## config.mk

```make
export PLATFORM = sky130hd
export DESIGN_NAME = tilelink_arbiter
export DESIGN_NICKNAME = d
export VERILOG_FILES = /design/src/rtl/tilelink_pkg.sv /design/src/rtl/tilelink_arbiter.sv
export SDC_FILE = /design/constraint.sdc
export NUM_CORES = 1
export LEC_CHECK = 0
export ABC_CLOCK_PERIOD_IN_PS = 2000
export CORE_AREA = 2 2 158 160
export CTS_CLUSTER_DIAMETER = 120
export DETAILED_ROUTE_END_ITERATION = 8
export DIE_AREA = 0 0 160 162
export GPL_ROUTABILITY_DRIVEN = 0
export GPL_TIMING_DRIVEN = 0
export PLACE_DENSITY = 0.53
export SYNTH_ARGS = -nofsm -noshare
export SYNTH_HDL_FRONTEND = slang
export SYNTH_SLANG_ARGS = --single-unit
```

## constraint.sdc

```tcl
create_clock -name clock -period 2 [get_ports clock]
set_input_delay 0.3 -clock clock [delete_from_list [all_inputs] [get_ports clock]]
set_output_delay 0.3 -clock clock [all_outputs]
set_load 0.05 [all_outputs]
```

## src/rtl/tilelink_pkg.sv

```systemverilog
// TileLink-UL channel bundles shared by the arbiter and its neighbours.
// A and D channel beats are carried as packed structs.
package tilelink_pkg;

    typedef struct packed {
        logic        a_valid;
        logic [2:0]  a_opcode;
        logic [2:0]  a_param;
        logic [2:0]  a_size;
        logic [3:0]  a_source;
        logic [31:0] a_address;
        logic [3:0]  a_mask;
        logic [31:0] a_data;
        logic        a_ready;
    } tilelink_a;

    typedef struct packed {
        logic        d_valid;
        logic [2:0]  d_opcode;
        logic [1:0]  d_param;
        logic [2:0]  d_size;
        logic [3:0]  d_source;
        logic        d_sink;
        logic [31:0] d_data;
        logic        d_error;
    } tilelink_d;

endpackage

```

## src/rtl/tilelink_arbiter.sv

```systemverilog
// Two-requester TileLink-UL arbiter with one outstanding transaction,
// round-robin on contention and a synthesized error response on timeout.
//
// Ports:
//   clock, reset_in       : clock, async active-high reset
//   req0_tla / req1_tla   : requester A channels (a_ready field ignored)
//   req0_ready/req1_ready : request accepted this cycle
//   req0_tld / req1_tld   : responses routed back to each requester
//   bus_tla / bus_tld     : shared downstream A and D channels
//   busy, owner           : transaction in flight and who holds the bus
//   timeout_count         : saturating count of synthesized error responses
module tilelink_arbiter
    import tilelink_pkg::*;
#(
    parameter int unsigned TIMEOUT = 16
) (
    input  logic        clock,
    input  logic        reset_in,
    input  tilelink_a   req0_tla,
    input  tilelink_a   req1_tla,
    output logic        req0_ready,
    output logic        req1_ready,
    output tilelink_d   req0_tld,
    output tilelink_d   req1_tld,
    output tilelink_a   bus_tla,
    input  tilelink_d   bus_tld,
    output logic        busy,
    output logic        owner,
    output logic [7:0]  timeout_count
);

    localparam logic [7:0] TO_LAST = 8'(TIMEOUT - 1);
    localparam logic [2:0] OP_GET  = 3'd4;

    typedef enum logic {
        S_IDLE,
        S_WAIT
    } state_e;

    state_e      state_q, state_d;
    logic [7:0]  cnt_q, cnt_d;
    logic        last_q, last_d;
    logic        owner_q, owner_d;
    logic [2:0]  op_q, op_d;
    logic [2:0]  size_q, size_d;
    logic [3:0]  src_q, src_d;
    logic [7:0]  tcnt_q, tcnt_d;

    logic        gnt;
    tilelink_a   gnt_a;
    tilelink_d   rsp;

    always_comb begin
        state_d    = state_q;
        cnt_d      = cnt_q;
        last_d     = last_q;
        owner_d    = owner_q;
        op_d       = op_q;
        size_d     = size_q;
        src_d      = src_q;
        tcnt_d     = tcnt_q;
        gnt        = 1'b0;
        gnt_a      = '0;
        rsp        = '0;
        bus_tla    = '0;
        req0_ready = 1'b0;
        req1_ready = 1'b0;
        req0_tld   = '0;
        req1_tld   = '0;

        unique case (state_q)
            S_IDLE: begin
                // Reset gates the combinational grant so nothing is
                // accepted while reset_in is still high.
                if (!reset_in && (req0_tla.a_valid || req1_tla.a_valid)) begin
                    // On a tie the requester not granted last wins;
                    // otherwise whoever is valid wins.
                    if (req0_tla.a_valid && req1_tla.a_valid) begin
                        gnt = ~last_q;
                    end else begin
                        gnt = req1_tla.a_valid;
                    end
                    gnt_a         = gnt ? req1_tla : req0_tla;
                    bus_tla       = gnt_a;
                    bus_tla.a_valid = 1'b1;
                    req0_ready    = ~gnt;
                    req1_ready    = gnt;
                    last_d        = gnt;
                    owner_d       = gnt;
                    op_d          = gnt_a.a_opcode;
                    size_d        = gnt_a.a_size;
                    src_d         = gnt_a.a_source;
                    cnt_d         = '0;
                    state_d       = S_WAIT;
                end
            end
            S_WAIT: begin
                // A real response beats the timeout even on its last cycle.
                if (bus_tld.d_valid) begin
                    rsp     = bus_tld;
                    state_d = S_IDLE;
                end else if (cnt_q == TO_LAST) begin
                    rsp.d_valid  = 1'b1;
                    rsp.d_error  = 1'b1;
                    rsp.d_opcode = (op_q == OP_GET) ? 3'd1 : 3'd0;
                    rsp.d_size   = size_q;
                    rsp.d_source = src_q;
                    state_d      = S_IDLE;
                    if (tcnt_q != 8'hFF) begin
                        tcnt_d = tcnt_q + 8'd1;
                    end
                end else begin
                    cnt_d = cnt_q + 8'd1;
                end
                if (owner_q) begin
                    req1_tld = rsp;
                end else begin
                    req0_tld = rsp;
                end
            end
            default: begin
                state_d = S_IDLE;
            end
        endcase
    end

    always_ff @(posedge clock or posedge reset_in) begin
        if (reset_in) begin
            state_q <= S_IDLE;
            cnt_q   <= '0;
            // "Last granted" starts at 1 so requester 0 wins the first tie.
            last_q  <= 1'b1;
            owner_q <= 1'b0;
            op_q    <= '0;
            size_q  <= '0;
            src_q   <= '0;
            tcnt_q  <= '0;
        end else begin
            state_q <= state_d;
            cnt_q   <= cnt_d;
            last_q  <= last_d;
            owner_q <= owner_d;
            op_q    <= op_d;
            size_q  <= size_d;
            src_q   <= src_d;
            tcnt_q  <= tcnt_d;
        end
    end

    assign busy          = (state_q == S_WAIT);
    assign owner         = owner_q;
    assign timeout_count = tcnt_q;

endmodule

```

[Yosys cells after proc, flatten, opt, wreduce, memory -nomap -nowiden]
Index checks and enable logic that the tools add are counted.
Storage, ports and cells
  bits in registers: 29
  bits of input ports: 215
  output and inout port bits: 189
  word-level logic and storage cells: 58
Cells by class
  add/subtract/negate cells: 2
  equal/unequal tests: 6
  muxes and demuxes: 31
  bitwise operators: 4
  reductions and logical operators: 7
Operator list (count)
  two-way mux 47 bit: 4
  two-way mux 83 bit: 2
  two-way mux 82 bit: 1
  two-way mux 33 bit: 1
  two-way mux 8 bit: 3
  adder 8 x 1 -> 8 bit, second input constant: 2
  case mux 8 bit (2 select lines): 1
  two-way mux 7 bit: 2
  two-way mux 1 bit: 13
  equality test 8 x 4 -> 1 bit, second input constant: 1
  two-way mux 4 bit: 2
  != test 8 bit, second input constant: 1
  != test 2 bit, second input constant: 3
  inverter 1 bit: 4
  AND reduction 4 bit: 1
  equality test 3 bit, second input constant: 1
  AND reduction 3 bit: 1
  logical AND 1 bit: 2
  two-way mux 2 bit: 1
  case mux 1 bit (2 select lines): 1
  AND reduction 2 bit: 1
  zero test 1 bit: 1
  logical OR 1 bit: 1

[Depth between registers and ports, before layout]
  depth in word-level cells: 7
  gate-level depth with buffers: 6
  mapped depth without buffers: 5

[Worst setup path before layout]
Ideal clock, no wire load.
  path type: register to output
  start: register state_q (netlist: busy)
  end: output port bus_tla[69] (netlist bit)
  arrival time: 2456 ps
  required time: 1700 ps
  slack: -756 ps
  cell stages (with the launch flop): 4
  path buffers: 1
  cell sequence: dfrtp_1 -> nor4_1 -> clkbuf_1 -> a22o_1
RTL lines
  start: declaration: RTL line tilelink_arbiter.sv:40  | state_e state_q, state_d;
  start signal: assignment: RTL line tilelink_arbiter.sv:139  | state_q <= state_d;
  end: declaration: RTL line tilelink_arbiter.sv:25  | output tilelink_a bus_tla,

==> qor.log <==
INFO  synthesis      avg_synthesized_cell_area=7.279um2
INFO  finish         areaGrowthSynthToFinish=276.4%
INFO  clocking       cts_inserted_buffers=5
INFO  synthesis      async_sr_flop_fraction=1.000
INFO  synthesis      ys.warnings.count=0
INFO  synthesis      synth.cell_area=0.002751mm2
INFO  grt            grt_pass1_wl=34370um
INFO  synthesis      netlist_instances=378
INFO  clocking       clock_tree.htree_level_count=2
INFO  clocking       cts_num_sinks=29
INFO  clocking       cts_tree=done
INFO  die            start_util=0.1141
INFO  clocking       post_cts_hold_buffer_count=0
INFO  routing        drtAntennaViolNets=0
INFO  sta            timing.max_slew.rel_slack=0.5782
INFO  outcome        outcome=finished with violations
INFO  place          place.detailed.instances=1105
INFO  grt            overflow=0
INFO  grt            grt_use_total=0.1773
INFO  synthesis      synth_compound_area_frac=0.3201
INFO  finish         fraction_of_final_layout_cells_with_drive_strength_greater_than_1=0.5349
INFO  grt            largest_net_degree_at_the_start_of_global_routing=30
INFO  synthesis      synthDistinctLibCells=37
INFO  finish         finish.cell_count_without_fillers=1160
INFO  routing        initialDrtViolationCount=184
INFO  power_and_ir_drop power_leakage=4.531nW
INFO  die            io_pins=404
INFO  routing        routed_wire_length_per_instance=21.58um
INFO  synthesis      netlist_top_cells_area=sky130_fd_sc_hd__dfrtp_1, sky130_fd_sc_hd__a22o_1, sky130_fd_sc_hd__nor2_1
INFO  synthesis      netlist_top_cells_count=sky130_fd_sc_hd__nor2_1, sky130_fd_sc_hd__a22o_1, sky130_fd_sc_hd__nand2_1
INFO  setup_path     crit_path_start_kind=register
INFO  clocking       worst_setup_hold_path_clk_slew=60ps
INFO  die            fp.dieW=160um
INFO  routing        vias_per_cell=4.219
INFO  die            core=0.02411mm2
INFO  sta            postLayoutSetupSlackWorst=-303.4ps
INFO  finish         final_net_count=1046
INFO  synthesis      synthAdderAreaFrac=0.009095
INFO  place          io_buffer_count=402
INFO  setup_path     timing.critical_path.from=cnt_q[7]$_DFFE_PP0P_
INFO  setup_path     worstSetupEndpointType=output port
INFO  grt            initial_antenna_violation_count=8
INFO  synthesis      largest_family_of_logic_cells_by_synthesized_area=compound AO/OA/AOI/OAI gates
INFO  place          detailed_place_hpwl=18990um
INFO  clocking       clock_tree.buffer_depth=2
INFO  synthesis      flops_latches_synth=29
INFO  min_path       min-delay-path-class=in2async
INFO  synthesis      synthesis.nets=595
INFO  synthesis      synthXorXnorAreaFrac=0.02228
INFO  synthesis      ys_seq_area_frac=0.2642
INFO  sta            worst_slew_pin_slew=632.0ps
INFO  sta            grt_setup_unrepaired=true
INFO  synthesis      count_leader_synth=sky130_fd_sc_hd__nor2_1
INFO  clocking       worst_skew_pair.late_latency=280ps
INFO  die            die_h=162um
INFO  synthesis      synth.area.mux_share=0.05139
INFO  sta            layout_worst_path_cycle_share=1.152
INFO  die            die_area=0.02592mm2
INFO  sta            max_freq=0.4341GHz
INFO  outcome        violations=setup timing
INFO  sta            slew_viol_final=0
INFO  finish         final_core_utilization=0.4297
INFO  synthesis      post_synth_and_or_nand_nor_area_fraction=0.2669
INFO  setup_path     cp.arrival=2000ps
INFO  die            cell_row_count=57
INFO  job            maxCapViolations=0
INFO  setup_path     required=1700ps
INFO  setup_path     critPathKind=reg2out
INFO  setup_path     r2r-start=cnt_q[7]$_DFFE_PP0P_
INFO  sta            skew=7.478ps
INFO  sta            setup_violation_total_in_the_final_timing_report=110
INFO  sta            final.min_clock_period=2303ps
INFO  synthesis      synth_ff_type=sky130_fd_sc_hd__dfrtp_1
INFO  grt            grt_pass1_vias=5257
INFO  routing        route.detailed.drc=0
INFO  clocking       cts.root.buffer_cell=sky130_fd_sc_hd__clkbuf_16
INFO  routing        drt_first_pass_iters=5
INFO  synthesis      netlist.area_leader.share=0.2547
INFO  sta            finalHoldViolCount=0
INFO  routing        routed_wirelength=25030um
INFO  power_and_ir_drop maximum_resistive_drop_on_vdd=0.2729mV
INFO  synthesis      synth_area_leader_cell=sky130_fd_sc_hd__dfrtp_1
INFO  synthesis      synth-edff-count=0
INFO  setup_path     critical_path.max_fanout=6
INFO  routing        vias=4894
INFO  power_and_ir_drop p_per_area=534.1mW/mm2
==> registers in the layout (all words and copies together), names as in the netlist <==
| signal | flops |
|---|---|
| owner | 1 |
| size_q | 3 |
| op_q | 3 |
| timeout_count | 8 |
| cnt_q | 8 |
| busy | 1 |
| last_q | 1 |
| src_q | 4 |
==> layout by cell type, fill, tap and decap left out, types with 5 or more instances in the layout <==
cell type | netlist | final
sky130_fd_sc_hd__a21o_1 | 5 | 5
sky130_fd_sc_hd__inv_1 | 12 | 11
sky130_fd_sc_hd__clkbuf_8 | 0 | 5
sky130_fd_sc_hd__nor2_1 | 103 | 25
sky130_fd_sc_hd__nor2_2 | 0 | 35
sky130_fd_sc_hd__clkbuf_4 | 0 | 5
sky130_fd_sc_hd__clkdlybuf4s50_1 | 0 | 219
sky130_fd_sc_hd__diode_2 | 0 | 6
sky130_fd_sc_hd__buf_2 | 1 | 11
sky130_fd_sc_hd__buf_8 | 0 | 103
sky130_fd_sc_hd__clkbuf_16 | 0 | 28
sky130_fd_sc_hd__dfrtp_1 | 28 | 27
sky130_fd_sc_hd__mux2i_1 | 13 | 13
sky130_fd_sc_hd__nand2_1 | 43 | 42
sky130_fd_sc_hd__buf_4 | 0 | 29
sky130_fd_sc_hd__a222oi_1 | 7 | 7
sky130_fd_sc_hd__buf_6 | 0 | 48
sky130_fd_sc_hd__nor2_4 | 0 | 43
sky130_fd_sc_hd__nand3_1 | 9 | 8
sky130_fd_sc_hd__xor2_1 | 6 | 6
sky130_fd_sc_hd__a22o_4 | 0 | 79
sky130_fd_sc_hd__buf_12 | 0 | 25
==> timing repair <==
item                                     CTS  global route
gates cloned                               9             9
endpoints found under the setup margin   195           177
setup buffers                             22             6
resized for setup                       1389           263
pin swaps                                 63            29
endpoints found under the hold margin      0             0
==> final timing paths <==
| check | endpoint | slack [ps] | cells after the start |
|---|---|---|---|
| max | req1_tld[0] | -300 | 6 |
| min | timeout_count[0]$_DFFE_PP0P_ | 230 | 2 |
| max reg2reg | timeout_count[4]$_DFFE_PP0P_ | -250 | 6 |
| min reg2reg | op_q[2]$_DFFE_PP0P_ | 480 | 1 |
| max in group asynchronous | last_q$_DFFE_PP1P_ | 1270 | 3 |
| min in group clock | op_q[2]$_DFFE_PP0P_ | 480 | 1 |
==> where the power goes <==
part	total [mW]	internal, mW	leakage (nW)	switching [mW]
registers	0.782	0.682	0.378	0.100
clock network	0.926	0.622	0.0831	0.304
logic	3.82	1.83	4.07	1.99
total	5.53	3.13	4.53	2.40
==> final cells by class <==
| class | instances | area (um2) |
|---|---|---|
| Clock buffer | 6 | 138.9 |
| Sequential cell | 29 | 728.2 |
| Clock inverter | 2 | 37.54 |
| Timing Repair Buffer | 447 | 5283 |
| Tap cell | 324 | 405.4 |
| Fill cell | 2295 | 13750 |
| Antenna cell | 6 | 15.01 |
| Inverter | 12 | 45.04 |
| Multi-Input combinational cell | 301 | 3120 |
| Buffer | 33 | 584.3 |
==> critical path, cell delays in order (launching register included) <==
cell,delay (ps)
sky130_fd_sc_hd__dfrtp_1,390
sky130_fd_sc_hd__or4_4,570
sky130_fd_sc_hd__nor2_4,200
sky130_fd_sc_hd__o21bai_4,130
sky130_fd_sc_hd__buf_12,180
sky130_fd_sc_hd__nor2_4,100
sky130_fd_sc_hd__buf_8,150
==> layer usage <==
layer  GRT usage  vias to the layer above  share of wire
met5           0                        -        0.00088
met4     0.05201                        4          0.021
met3     0.05439                       27          0.076
met2      0.3463                      265           0.56
met1      0.1807                     2319           0.34
li1            -                     2279              -
==> kinds of logic (layout without fill, tap and decap cells) <==
logic type                 count (synthesis)  count (layout)
xor gates and xnor gates                   7               7
DFF                                       29              29
other                                      0               6
muxes                                     14              14
AOI/OAI and AO/OA                        104             104
buffers and inverters                     48             500
and+or+nand+nor                          174             174
adders and majority gates                  2               2
==> stage by stage <==
stage          hold slack (ps)  power (mW)  TNS (ps)  area, um2  setup WS, ps
2_1_floorplan            377.3       2.369    -14380       3174        -234.3
3_3_place_gp             453.2       3.571   -230790       7604         -1712
3_5_place_dp             458.2       3.569   -228760       7626         -1742
4_1_cts                  477.8       5.186    -26380       9463        -318.2
5_1_grt                  269.1       5.746    -32100      10350        -362.9
6_report                 231.7       5.532    -25330      10360        -303.4
Note: power is estimated with default switching activity, not from simulation.
